## src/rtl/alu_mult_seq_pkg.sv

```systemverilog
// Shared definitions for the shift-and-add multiplier sequencer.
// Holds the ALU opcode map and the sequencer state encoding.
package alu_mult_seq_pkg;

    localparam logic [2:0] OP_RLL = 3'b000;
    localparam logic [2:0] OP_SLL = 3'b001;
    localparam logic [2:0] OP_SRA = 3'b010;
    localparam logic [2:0] OP_SRL = 3'b011;
    localparam logic [2:0] OP_ADD = 3'b100;
    localparam logic [2:0] OP_OR  = 3'b101;
    localparam logic [2:0] OP_XOR = 3'b110;
    localparam logic [2:0] OP_AND = 3'b111;

    // 2'b11 is unused and recovers to S_IDLE
    typedef enum logic [1:0] {
        S_IDLE = 2'b00,
        S_RUN  = 2'b01,
        S_DONE = 2'b10
    } state_e;

endpackage

```

## src/rtl/mult_seq_fsm.sv

```systemverilog
// Sequencer control: state register and iteration counter.
// RUN always lasts exactly N cycles, then a single DONE cycle.
module mult_seq_fsm
    import alu_mult_seq_pkg::*;
#(
    parameter int unsigned N  = 16,
    parameter int unsigned CW = 4
) (
    input  logic   clk,
    input  logic   rst,
    input  logic   start,
    output state_e state
);

    state_e         state_q, state_d;
    logic [CW-1:0]  cnt_q, cnt_d;

    always_ff @(posedge clk) begin
        if (rst) begin
            state_q <= S_IDLE;
            cnt_q   <= '0;
        end else begin
            state_q <= state_d;
            cnt_q   <= cnt_d;
        end
    end

    always_comb begin
        state_d = state_q;
        cnt_d   = cnt_q;
        case (state_q)
            S_IDLE: begin
                if (start) begin
                    state_d = S_RUN;
                    cnt_d   = '0;
                end
            end
            S_RUN: begin
                cnt_d = CW'(cnt_q + 1'b1);
                if (cnt_q == CW'(N - 1)) begin
                    state_d = S_DONE;
                end
            end
            S_DONE:  state_d = S_IDLE;
            default: state_d = S_IDLE;
        endcase
    end

    assign state = state_q;

endmodule

```

## src/rtl/alu_mult_seq.sv

```systemverilog
// Unsigned shift-and-add multiplier that borrows the execute-stage ALU adder.
// Yields the low N product bits plus an unsigned overflow flag.
module alu_mult_seq
    import alu_mult_seq_pkg::*;
#(
    parameter int unsigned N  = 16,
    parameter int unsigned CW = 4
) (
    input  logic         clk,
    input  logic         rst,
    input  logic         start,
    input  logic [N-1:0] opA,
    input  logic [N-1:0] opB,
    output logic         busy,
    output logic         done,
    output logic [N-1:0] product,
    output logic         ovf,
    output logic [N-1:0] alu_A,
    output logic [N-1:0] alu_B,
    output logic         alu_Cin,
    output logic [2:0]   alu_Op,
    output logic         alu_invA,
    output logic         alu_invB,
    output logic         alu_sign,
    input  logic [N-1:0] alu_Out,
    input  logic         alu_Ofl
);

    state_e        state;
    logic [N-1:0]  acc_q, acc_d;
    logic [N-1:0]  mcand_q, mcand_d;
    logic [N-1:0]  mplier_q, mplier_d;
    logic          ovf_q, ovf_d;
    logic          lost_q, lost_d;

    mult_seq_fsm #(
        .N  (N),
        .CW (CW)
    ) u_fsm (
        .clk   (clk),
        .rst   (rst),
        .start (start),
        .state (state)
    );

    always_ff @(posedge clk) begin
        if (rst) begin
            acc_q    <= '0;
            mcand_q  <= '0;
            mplier_q <= '0;
            ovf_q    <= 1'b0;
            lost_q   <= 1'b0;
        end else begin
            acc_q    <= acc_d;
            mcand_q  <= mcand_d;
            mplier_q <= mplier_d;
            ovf_q    <= ovf_d;
            lost_q   <= lost_d;
        end
    end

    // lost records a set multiplicand bit already shifted out; any later add is then an overflow
    always_comb begin
        acc_d    = acc_q;
        mcand_d  = mcand_q;
        mplier_d = mplier_q;
        ovf_d    = ovf_q;
        lost_d   = lost_q;
        if (state == S_IDLE && start) begin
            acc_d    = '0;
            mcand_d  = opA;
            mplier_d = opB;
            ovf_d    = 1'b0;
            lost_d   = 1'b0;
        end else if (state == S_RUN) begin
            if (mplier_q[0]) begin
                acc_d = alu_Out;
                ovf_d = ovf_q | alu_Ofl | lost_q;
            end
            lost_d   = lost_q | mcand_q[N-1];
            mcand_d  = mcand_q << 1;
            mplier_d = mplier_q >> 1;
        end
    end

    assign busy    = (state == S_RUN);
    assign done    = (state == S_DONE);
    assign product = acc_q;
    assign ovf     = ovf_q;

    assign alu_A    = acc_q;
    assign alu_B    = mcand_q;
    assign alu_Cin  = 1'b0;
    assign alu_Op   = OP_ADD;
    assign alu_invA = 1'b0;
    assign alu_invB = 1'b0;
    assign alu_sign = 1'b0;

endmodule

```

## config.mk

```make
export PLATFORM = sky130hd
export DESIGN_NAME = alu_mult_seq
export DESIGN_NICKNAME = d
export VERILOG_FILES = /design/src/rtl/alu_mult_seq_pkg.sv /design/src/rtl/mult_seq_fsm.sv /design/src/rtl/alu_mult_seq.sv
export SDC_FILE = /design/constraint.sdc
export NUM_CORES = 1
export LEC_CHECK = 0
export BUFFER_PORTS_ARGS = -buffer_cell sky130_fd_sc_hd__buf_4
export CORE_ASPECT_RATIO = 1.4
export CORE_MARGIN = 2
export CORE_UTILIZATION = 30
export DETAILED_ROUTE_END_ITERATION = 7
export GPL_TIMING_DRIVEN = 0
export PLACE_DENSITY = 0.62
export SLEW_MARGIN = 25
export SYNTH_ARGS = -nofsm -noshare
export SYNTH_HDL_FRONTEND = slang
export SYNTH_SLANG_ARGS = --single-unit
```

## constraint.sdc

```tcl
create_clock -name clk -period 2.7 [get_ports clk]
set_input_delay 0.27 -clock clk [delete_from_list [all_inputs] [get_ports clk]]
set_output_delay 0.27 -clock clk [all_outputs]
set_load 0.1 [all_outputs]
```

==> results by group, run 1 <==
Floorplanning
  • I/O pin count: 110
  • # rows: 39
  • Die W: 81.17 um
  • Starting Density: 0.3069
  • Core area: just over 0.008 mm2
  • Die footprint: around 0.0091 mm2
  • Chip height: 112.0 um

Clock tree
  • Hold buffer count at CTS: 0
  • CTS clk-pin slew, worst paths: around 0.070 ns
  • Clock Path Buffers: 2
  • Clk sink count: 56
  • Post-cts sizing count: 0
  • CTS tree: done
  • Clk root buf: clkbuf_16
  • Clock Latency Late Sink: a little under 0.3 ns
  • Total CTS buffers: 5
  • Setup Buffers After CTS: 0
  • Clock H-tree levels: 2

Synthesis
  • Top-area cell type share of the netlist area: 0.4482
  • Synthesized instance count: roughly 300
  • Post-synthesis cell area: between 0.002 and 0.003 mm2
  • Post-synthesis cell type count: 28
  • Biggest area consumer among synthesized cells: dfxtp_1
  • Seq/Total Area, Yosys: 0.4482
  • Synth area leaders: dfxtp_1 (45%), buf_4 (8.1%), nand2_1 (7.7%)
  • #FFs+latches synth: 56
  • Syn avg cell area: ~8.4 um2
  • YS warnings: 0

Setup path
  • CP required: roughly 2.4 ns
  • R2R cell count: 5
  • Reg-to-Reg Start: u_fsm.state[0]$_SDFFE_PP0P_
  • R2r setup slk: 1.30 ns
  • Crit-path cells: inv_1 -> clkbuf_1 -> nor2_1 -> buf_4
  • Worst r2r dst: alu_B[1]$_SDFFE_PP0P_
  • Slowest stage cell, crit path: dfxtp_1
  • Setup crit end kind: output pin
  • CP max FO: 10
  • Delay-heaviest family, CP: buffers and inverters
  • Critical path type: register to output pin
  • CP arrival: around 1.7 ns
  • Max stage delay on crit path: between 0.4 and 0.5 ns
  • Buffers and inverters on the worst path: 3
  • Startpoint Class: register

Timing
  • Slew headroom: 0.6377
  • Post-route setup TNS: 0 ns
  • Final hold violation count: 0
  • Final setup viols: 0
  • Final Max Slew Viols: 0
  • Crit path time final: 1.943 ns
  • Peak Freq: approximately 500 MHz
  • Fin crit share: 0.7196
  • Clk_skew: 0.006800 ns
  • Pin slew with the least headroom to its limit: 0.5434 ns
  • RSZ-0062 raised after global routing: no

Global routing
  • Total track usage: 0.1459
  • Grt total ovfl: 0
  • Initial antenna violation count: 0
  • First-pass GRT wire length: ~11000 um
  • Vias in the first global route: between 2000 and 2500
  • Pin count of the biggest net entering global routing: 19

Pwr
  • Pwr Density: slightly above 600 mW/mm2
  • Leakage: ~0.0016 uW
  • VDD IR max: ~0.00026 V

Job
  • Max cap viols: 0

Cells and area
  • Fillers: 846
  • Area grow syn2layout: 42.37%
  • Most common cell after layout, fill and taps aside: buf_4
  • End-of-flow core utilization: 0.4370
  • Post-route design area: about 0.0036 mm2
  • Commonest cells after routing, fill and taps aside: buf_4 (129), dfxtp_1 (56), nand2_1 (51), a21oi_1 (37), nor2_1 (34)
  • # diodes: 0
  • NumNets Final: between 400 and 500
  • Layout cells sized above 1: 0.3908

Place
  • Final RePlAce weighted congestion: between 0.7 and 0.8
  • DP Area: approximately 0.0034 mm2
  • Post-DP HPWL: between 5000 and 6000 um
  • Port-buffer cells: between 100 and 150

Routing
  • Routed Antenna Nets: 0
  • 1st-pass router iterations: 4
  • Final wirelength: around 6600 um
  • Iteration-0 DRC Markers: 69
  • Via count: roughly 2400
  • Mean number of vias per cell: about 4.7
  • Drt wl/cell: 12.83 um
  • DRC Markers: 0

Worst hold path
  • Worst min-delay path category: input pin to register
  • Hold_sp: alu_Out[7]
  • Hold depth: 3
  • Hold EP: alu_A[7]$_SDFFE_PP0P_

Run status
  • Outcome: completed
## state kept, by name (all words and copies together) (netlist names)
name         flops
u_fsm.state      2
alu_A           16
alu_B           16
mplier_q        16
ovf              1
u_fsm.cnt_q      4
lost_q           1
## per-layer routing
| layer | routed length (um) | global-route usage | vias up |
|---|---|---|---|
| met3 | 464 | 0.02894 | 5 |
| met5 | 0 | 0 | - |
| met1 | 2812 | 0.1841 | 1087 |
| li1 | - | - | 1221 |
| met4 | 89 | 0.04407 | 0 |
| met2 | 3229 | 0.2479 | 84 |
## stage by stage
| stage | power [uW] | std cells | hold WS [ns] | worst slack (ns) |
|---|---|---|---|---|
| floorplan | 1388 | 302 | 0.4034 | 0.3902 |
| global route | 2273 | 514 | 0.2250 | 0.6506 |
| global placement | 1543 | 506 | 0.4335 | 1.065 |
| detailed placement | 1549 | 506 | 0.4433 | 1.070 |
| CTS | 2202 | 514 | 0.2139 | 0.7480 |
| finish | 2177 | 514 | 0.2203 | 0.7570 |
## cells by family (layout without fill, tap and decap cells)
logic type                 Yosys count  after routing  synth area share
AOI/OAI and AO/OA                   87             87            0.2331
DFF                                 56             56            0.4482
buffers and inverters               49            159            0.1331
adders and majority gates            1              1          0.005002
and+or+nand+nor                    102            102            0.1776
other                                2              7          0.003003
## worst max path at each step
stage | slack [ns] | from | end | cells after the start
after global routing | 0.65 | u_fsm.state[1]$_SDFFE_PP0P_ | done | 4
after floorplan | 0.39 | u_fsm.state[1]$_SDFFE_PP0P_ | done | 3
after detailed placement | 1.07 | u_fsm.state[1]$_SDFFE_PP0P_ | done | 4
after global placement | 1.07 | u_fsm.state[1]$_SDFFE_PP0P_ | done | 4
after CTS | 0.75 | u_fsm.state[1]$_SDFFE_PP0P_ | done | 4
final | 0.76 | u_fsm.state[1]$_SDFFE_PP0P_ | done | 4
## Yosys cell counts, drive strengths merged
master   n
a311oi   1
a21oi   37
nand3    5
nand3b   3
ha       1
nor2    34
buf     40
a211oi  30
o21ai    1
clkbuf   5
nand2b   4
inv      4
o21ba    1
or3b     1
o211ai   1
o22ai   15
a31oi    1
nand2   51
or3      1
nor3b    1
dfxtp   56
and3b    1
nor3     1
conb     2
## power breakdown
group          total [uW]  switching (uW)  internal [uW]
clock                 650             302            348
sequential            915            36.6            879
combinational         611             428            184
## worst min-delay path, stage by stage
cell and delay (ns):
buf_4 0.11, nand2_1 0.04, a21oi_1 0.05
## area by class of cell
type | count | area (um2) | area share
Timing Repair Buffer | 102 | 765.7 | 0.2150
Multi-Input combinational cell | 197 | 1066 | 0.2994
Clock buffer | 5 | 125.1 | 0.03514
Tap cell | 102 | 127.6 | 0.03584
Inverter | 4 | 15.01 | 0.004216
Clock inverter | 3 | 22.52 | 0.006325
Buffer | 45 | 317.8 | 0.08925
Sequential cell | 56 | 1121 | 0.3148
Note: power is estimated with default switching activity, not from simulation.
==> inputs of run 2 (changes only) <==
PLACE_DENSITY = 0.64   (was 0.62)
clock period = 1.6 ns   (was 2.7 ns; I/O delays follow)
==> results by group, run 2 (same netlist as run 1, synthesis figures left out) <==
Place
  • Port-buffer cells: 102 (unchanged)
  • DP Area: 0.003421 mm2 (+0.22%)
  • DP Cell Count: 506 (unchanged)
  • Place WS: 0.03164 ns (-1.038 ns)
  • Final RePlAce weighted congestion: 0.7893 (+0.86%)
  • Post-DP HPWL: 4934 um (-1.4%)

Setup path
  • CP required: 1.44 ns (-0.99 ns)
  • CP arrival: 1.31 ns (-0.36 ns)
  • Critical path type: register to output pin
  • Setup crit end kind: output pin
  • R2r setup slk: 0.24 ns (-1.06 ns)
  • Reg-to-Reg Start: u_fsm.state[0]$_SDFFE_PP0P_
  • Worst r2r dst: mplier_q[13]$_SDFFE_PP0P_
  • Startpoint Class: register
  • Slowest stage cell, crit path: dfxtp_1
  • Crit path top cell by count: buf_6
  • Max stage delay on crit path: 0.32 ns (-0.15 ns)
  • CP max FO: 10 (unchanged)
  • Crit-path cells: buf_6 -> nand2b_1 -> inv_2 -> buf_6 -> buf_12
  • R2R cell count: 5 (unchanged)

Clock tree
  • Total CTS buffers: 5 (unchanged)
  • Clk sink count: 56 (unchanged)
  • Clk root buf: clkbuf_16
  • CTS clk-pin slew, worst paths: 0.07 ns (about the same)
  • Clock Path Buffers: 2 (unchanged)
  • Clock Latency Late Sink: 0.29 ns (about the same)
  • Clock H-tree levels: 2 (unchanged)
  • CTS tree: done

Worst hold path
  • Hold_sp: alu_Out[8]
  • Worst min-delay path category: input pin to register
  • Hold EP: alu_A[8]$_SDFFE_PP0P_
  • Hold depth: 3 (unchanged)

Floorplanning
  • Core area: 0.008149 mm2 (unchanged)
  • # rows: 39 (unchanged)
  • I/O pin count: 110 (unchanged)
  • Chip height: 112.0 um (unchanged)
  • Die footprint: 0.009094 mm2 (unchanged)
  • Die W: 81.17 um (unchanged)
  • Starting Density: 0.3069 (unchanged)

Cells and area
  • NumNets Final: 464 (unchanged)
  • Non-Filler Instances: 513 (-0.19%)
  • Area grow syn2layout: 43.37%
  • # diodes: 0 (unchanged)
  • Commonest cells after routing, fill and taps aside: buf_4 (129), dfxtp_1 (55), nand2_1 (51), a21oi_1 (37), nor2_1 (33)
  • Most common cell after layout, fill and taps aside: buf_4
  • Post-route design area: 0.003586 mm2 (+0.70%)
  • Layout cells sized above 1: 0.4015 (+0.01068)

Run status
  • Outcome: completed

Pwr
  • Pwr Density: 1011 mW/mm2 (+65%)
  • VDD IR max: 0.0005844 V (+130%)
  • Leakage: 0.001558 uW (-0.12%)

Global routing
  • Pin count of the biggest net entering global routing: 17 (-2)
  • Initial antenna violation count: 0 (unchanged)
  • Vias in the first global route: 2237 (+1.3%)
  • Total track usage: 0.1404 (-0.005448)
  • Grt total ovfl: 0 (unchanged)
  • First-pass GRT wire length: 10220 um (-3.5%)

Timing
  • Fin crit share: 0.9214
  • RSZ-0062 raised after global routing: no
  • Clk_skew: 0.009615 ns (+0.002815 ns)
  • Slew headroom: 0.6408 (+0.003047)
  • Final hold violation count: 0 (unchanged)
  • Peak Freq: about 680 MHz
  • Crit path time final: ~1.5 ns
  • Post-route setup TNS: 0 ns (unchanged)
  • Final WS setup: 0.1257 ns (-0.6313 ns)
  • Final Max Slew Viols: 0 (unchanged)
  • Final setup viols: 0 (unchanged)
  • Hold_ws: 0.1158 ns (-0.1045 ns)
  • Pin slew with the least headroom to its limit: 0.5388 ns (-0.004571 ns)

Routing
  • M1 WL: 2651 um (-5.7%)
  • DRC Markers: 0 (unchanged)
  • Drt wl/cell: 12.42 um (-3.3%)
  • 1st-pass router iterations: 4 (unchanged)
  • Mean number of vias per cell: 4.591 (-1.6%)
  • Routed Antenna Nets: 0 (unchanged)
  • Met3 wire length: 507 um (+9.3%)
  • Via count: 2355 (-1.8%)
  • Final wirelength: 6369 um (-3.4%)
  • WL met2: 3149 um (-2.5%)
  • Top routing layer in use: met4
  • Iteration-0 DRC Markers: 66 (-4.3%)

Job
  • Max cap viols: 0 (unchanged)
-- run 2: cell types whose count changed in the layout (fill, tap and decap cells not counted), sizes merged --
cell      previous run  this run
buf                142       143
clkinv               2         1
clkinvlp             0         2
clkbuf              10         9
inv                  5         3
-- run 2: how the worst max path moves through the flow --
stage	start	end	slack (ns)
final	u_fsm.state[0]$_SDFFE_PP0P_	busy	0.13
after global routing	u_fsm.state[0]$_SDFFE_PP0P_	busy	0.03
after CTS	u_fsm.state[0]$_SDFFE_PP0P_	busy	0.03
after detailed placement	u_fsm.state[1]$_SDFFE_PP0P_	done	0.03
after global placement	u_fsm.state[1]$_SDFFE_PP0P_	done	0.04
after floorplan	alu_A[0]$_SDFFE_PP0P_	product[0]	0.07
-- run 2: area by class of cell --
cell class | count | area (um2)
tap | 102 | 127.6
buffer | 44 | 320.3
fill | 819 | 4563
sequential | 56 | 1122
clock inverter | 2 | 12.51
inverter | 4 | 18.77
multi-input combinational | 197 | 1074
timing repair buffer | 103 | 785.8
clock buffer | 5 | 125.1
-- run 2: where the power goes --
group	switching (uW)	internal, uW	total [uW]
logic	720	318	1040
clock network	475	569	1040
registers	60.5	1480	1540
total	1260	2370	3630
-- run 2: layer usage --
metal,global-route usage,vias to the layer above
met4,0.03390,0
li1,-,1222
met2,0.2468,87
met3,0.03135,5
met5,0,-
met1,0.1712,1041
-- run 2: critical path, delay by kind of cell (launching register included) --
family / cells / cell delay, ns
DFF: 1 / 0.32
buffers and inverters: 4 / 0.58
and+or+nand+nor: 1 / 0.12
-- run 2: repair_timing --
item / in CTS / in global routing
endpoints found under the setup margin: 2 / 1
hold buffers: 0 / 0
setup buffers: 1 / 0
resized for setup: 5 / 3
-- run 2: metrics by stage --
stage	util	power (uW)
after floorplan	-	2344
after global placement	0.4198	2604
after detailed placement	0.4198	2611
after CTS	0.4390	3656
after global routing	0.4400	3786
final	0.4400	3627
==> inputs of run 3 (changes only) <==
BUFFER_PORTS_ARGS = -buffer_cell sky130_fd_sc_hd__buf_2   (was -buffer_cell sky130_fd_sc_hd__buf_4)
CELL_PAD_IN_SITES_DETAIL_PLACEMENT = 0   (was not set)
CELL_PAD_IN_SITES_GLOBAL_PLACEMENT = 2   (was not set)
CORE_UTILIZATION = 23   (was 30)
PLACE_DENSITY = 0.82   (was 0.64)
==> results by group, run 3 (same netlist as run 1, synthesis figures left out) <==
Run status
  • Outcome: completed

Timing
  • Final Max Slew Viols: 0 (unchanged)
  • Slew headroom: 0.6258 (-0.01498)
  • Final hold violation count: 0 (unchanged)
  • RSZ-0062 raised after global routing: no
  • Fin crit share: 0.9477 (+0.02629)
  • Final WS setup: 0.08364 ns (-0.04206 ns)
  • Peak Freq: 659.5 MHz (-2.8%)
  • Crit path time final: 1.516 ns (+0.04206 ns)
  • Clk_skew: 0.005350 ns (-0.004265 ns)
  • Final setup viols: 0 (unchanged)
  • Pin slew with the least headroom to its limit: 0.5613 ns (+0.02247 ns)

Global routing
  • Vias in the first global route: 2269 (+1.4%)
  • Initial antenna violation count: 0 (unchanged)
  • Total track usage: 0.1191 (-0.02133)
  • Pin count of the biggest net entering global routing: 18 (+1)
  • First-pass GRT wire length: 11210 um (+9.7%)
  • Grt total ovfl: 0 (unchanged)

Cells and area
  • Layout cells sized above 1: 0.3981 (-0.003402)
  • # diodes: 0 (unchanged)
  • Area grow syn2layout: 36.52%
  • Commonest cells after routing, fill and taps aside: buf_2 (107), dfxtp_1 (55), nand2_1 (51), a21oi_1 (37), nor2_1 (33)
  • Post-route design area: 0.003415 mm2 (-4.8%)
  • Most common cell after layout, fill and taps aside: buf_2
  • Non-Filler Instances: 553 (+7.8%)
  • NumNets Final: 464 (unchanged)

Floorplanning
  • Die footprint: 0.01174 mm2 (+29%)
  • # rows: 45 (+15%)
  • Chip height: 127.4 um (+14%)
  • Starting Density: 0.2338 (-0.07312)
  • Core area: 0.01070 mm2 (+31%)
  • I/O pin count: 110 (unchanged)
  • Die W: 92.14 um (+14%)

Pwr
  • Pwr Density: 1110 mW/mm2 (+9.7%)
  • Logic pwr share: 0.258 (-0.028)
  • Leakage: 0.001530 uW (-1.8%)
  • Sequential Power Share: 0.407 (-0.019)
  • Switching pwr: 1307 uW (+4.0%)
  • Cell Int Power: 2483 uW (+4.7%)
  • Clock power share: 0.335 (+0.047)
  • VDD IR max: 0.0005797 V (-0.81%)
  • Switching share of power: 0.3448 (-0.001596)

Clock tree
  • Hold buffer count at CTS: 0 (unchanged)
  • Clock H-tree levels: 2 (unchanged)
  • Clock Path Buffers: 2 (unchanged)
  • Clk root buf: clkbuf_16
  • CTS tree: done
  • Total CTS buffers: 5 (unchanged)
  • Clk sink count: 56 (unchanged)
  • Clock Latency Late Sink: 0.30 ns (about the same)
  • CTS clk-pin slew, worst paths: 0.07 ns (about the same)

Routing
  • Routed Antenna Nets: 0 (unchanged)
  • DRC Markers: 0 (unchanged)
  • Drt wl/cell: 12.56 um (+1.1%)
  • Via count: 2359 (+0.17%)
  • 1st-pass router iterations: 4 (unchanged)
  • Iteration-0 DRC Markers: 41 (-38%)
  • Final wirelength: 6943 um (+9.0%)
  • Mean number of vias per cell: 4.266 (-7.1%)

Worst hold path
  • Hold_sp: alu_Out[4]
  • Worst min-delay path category: input pin to register
  • Hold depth: 3 (unchanged)
  • Hold EP: alu_A[4]$_SDFFE_PP0P_

Place
  • DP Cell Count: 545 (+7.7%)
  • Final RePlAce weighted congestion: 0.7317 (-7.3%)
  • Post-DP HPWL: 5270 um (+6.8%)
  • Port-buffer cells: 102 (unchanged)
  • Place WS: -0.1140 ns (-0.1457 ns)
  • DP Area: 0.003214 mm2 (-6.0%)

Setup path
  • R2r setup slk: 0.19 ns (-0.05 ns)
  • R2R cell count: 5 (unchanged)
  • CP required: 1.44 ns (about the same)
  • Reg-to-Reg Start: u_fsm.state[0]$_SDFFE_PP0P_
  • CP arrival: 1.36 ns (+0.05 ns)
  • Worst r2r dst: alu_B[1]$_SDFFE_PP0P_
  • Startpoint Class: register
  • Critical path type: register to output pin
  • Setup crit end kind: output pin
  • CP max FO: 10 (unchanged)

Job
  • Max cap viols: 0 (unchanged)
[run 3: changes by cell type in the layout (fill, tap and decap cells not counted)]
cell / before / now
buf_2: 7 / 107
buf_4: 129 / 29
bufinv_16: 0 / 1
clkbuf_1: 4 / 5
clkinv_2: 1 / 0
clkinvlp_4: 2 / 1
inv_1: 2 / 3
inv_2: 1 / 0
inv_6: 0 / 1
[run 3: final cells by class]
type	instances	area, um2
Buffer	44	320.3
Sequential cell	56	1122
Multi-Input combinational cell	197	1074
Tap cell	141	176.4
Clock inverter	2	38.79
Fill cell	1184	7283
Timing Repair Buffer	103	535.5
Clock buffer	6	128.9
Inverter	4	18.77
[run 3: worst max-delay path: stages (launching register included)]
cell and delay (ns):
dfxtp_1 0.32, buf_6 0.15, nand2b_1 0.11, inv_1 0.12
buf_6 0.17, buf_12 0.18
[run 3: worst max path at each step]
stage                 endpoint  slack (ns)  cells after the start                         from
floorplan           product[0]        0.07                      1        alu_A[0]$_SDFFE_PP0P_
global placement          done       -0.13                      4  u_fsm.state[1]$_SDFFE_PP0P_
detailed placement        done       -0.11                      4  u_fsm.state[1]$_SDFFE_PP0P_
CTS                       busy       0.008                      5  u_fsm.state[0]$_SDFFE_PP0P_
global route              busy        0.02                      5  u_fsm.state[0]$_SDFFE_PP0P_
finish                    busy        0.08                      5  u_fsm.state[0]$_SDFFE_PP0P_
[run 3: per-stage QoR]
step	power, uW	hold slack [ns]	TNS (ns)	util
after floorplan	2344	0.2934	0	-
after global placement	2546	0.4038	-0.1270	0.3005
after detailed placement	2552	0.4069	-0.1140	0.3005
after CTS	3852	0.08579	0	0.3184
after global routing	3966	0.09066	0	0.3192
final	3790	0.09430	0	0.3192
[run 3: power groups by stage]
stage | combinational, uW | clock [uW] | sequential, uW
2_1_floorplan | 449 | 0 | 1890
3_3_place_gp | 974 | 0 | 1570
3_5_place_dp | 975 | 0 | 1580
4_1_cts | 984 | 1320 | 1540
5_1_grt | 1040 | 1370 | 1560
6_report | 978 | 1270 | 1540
[run 3: layer usage]
layer	vias to the layer above	track usage	wire length, um
li1	1221	-	-
met3	7	0.02948	444
met4	0	0.03951	96
met1	1050	0.1445	3135
met5	-	0	0
met2	81	0.2059	3267
[run 3: what timing repair did]
item / in CTS / in global routing
setup endpoints to repair: 2 / 1
buffers inserted: 1 / 0
pin swaps: 0 / 0
resized for setup: 7 / 2
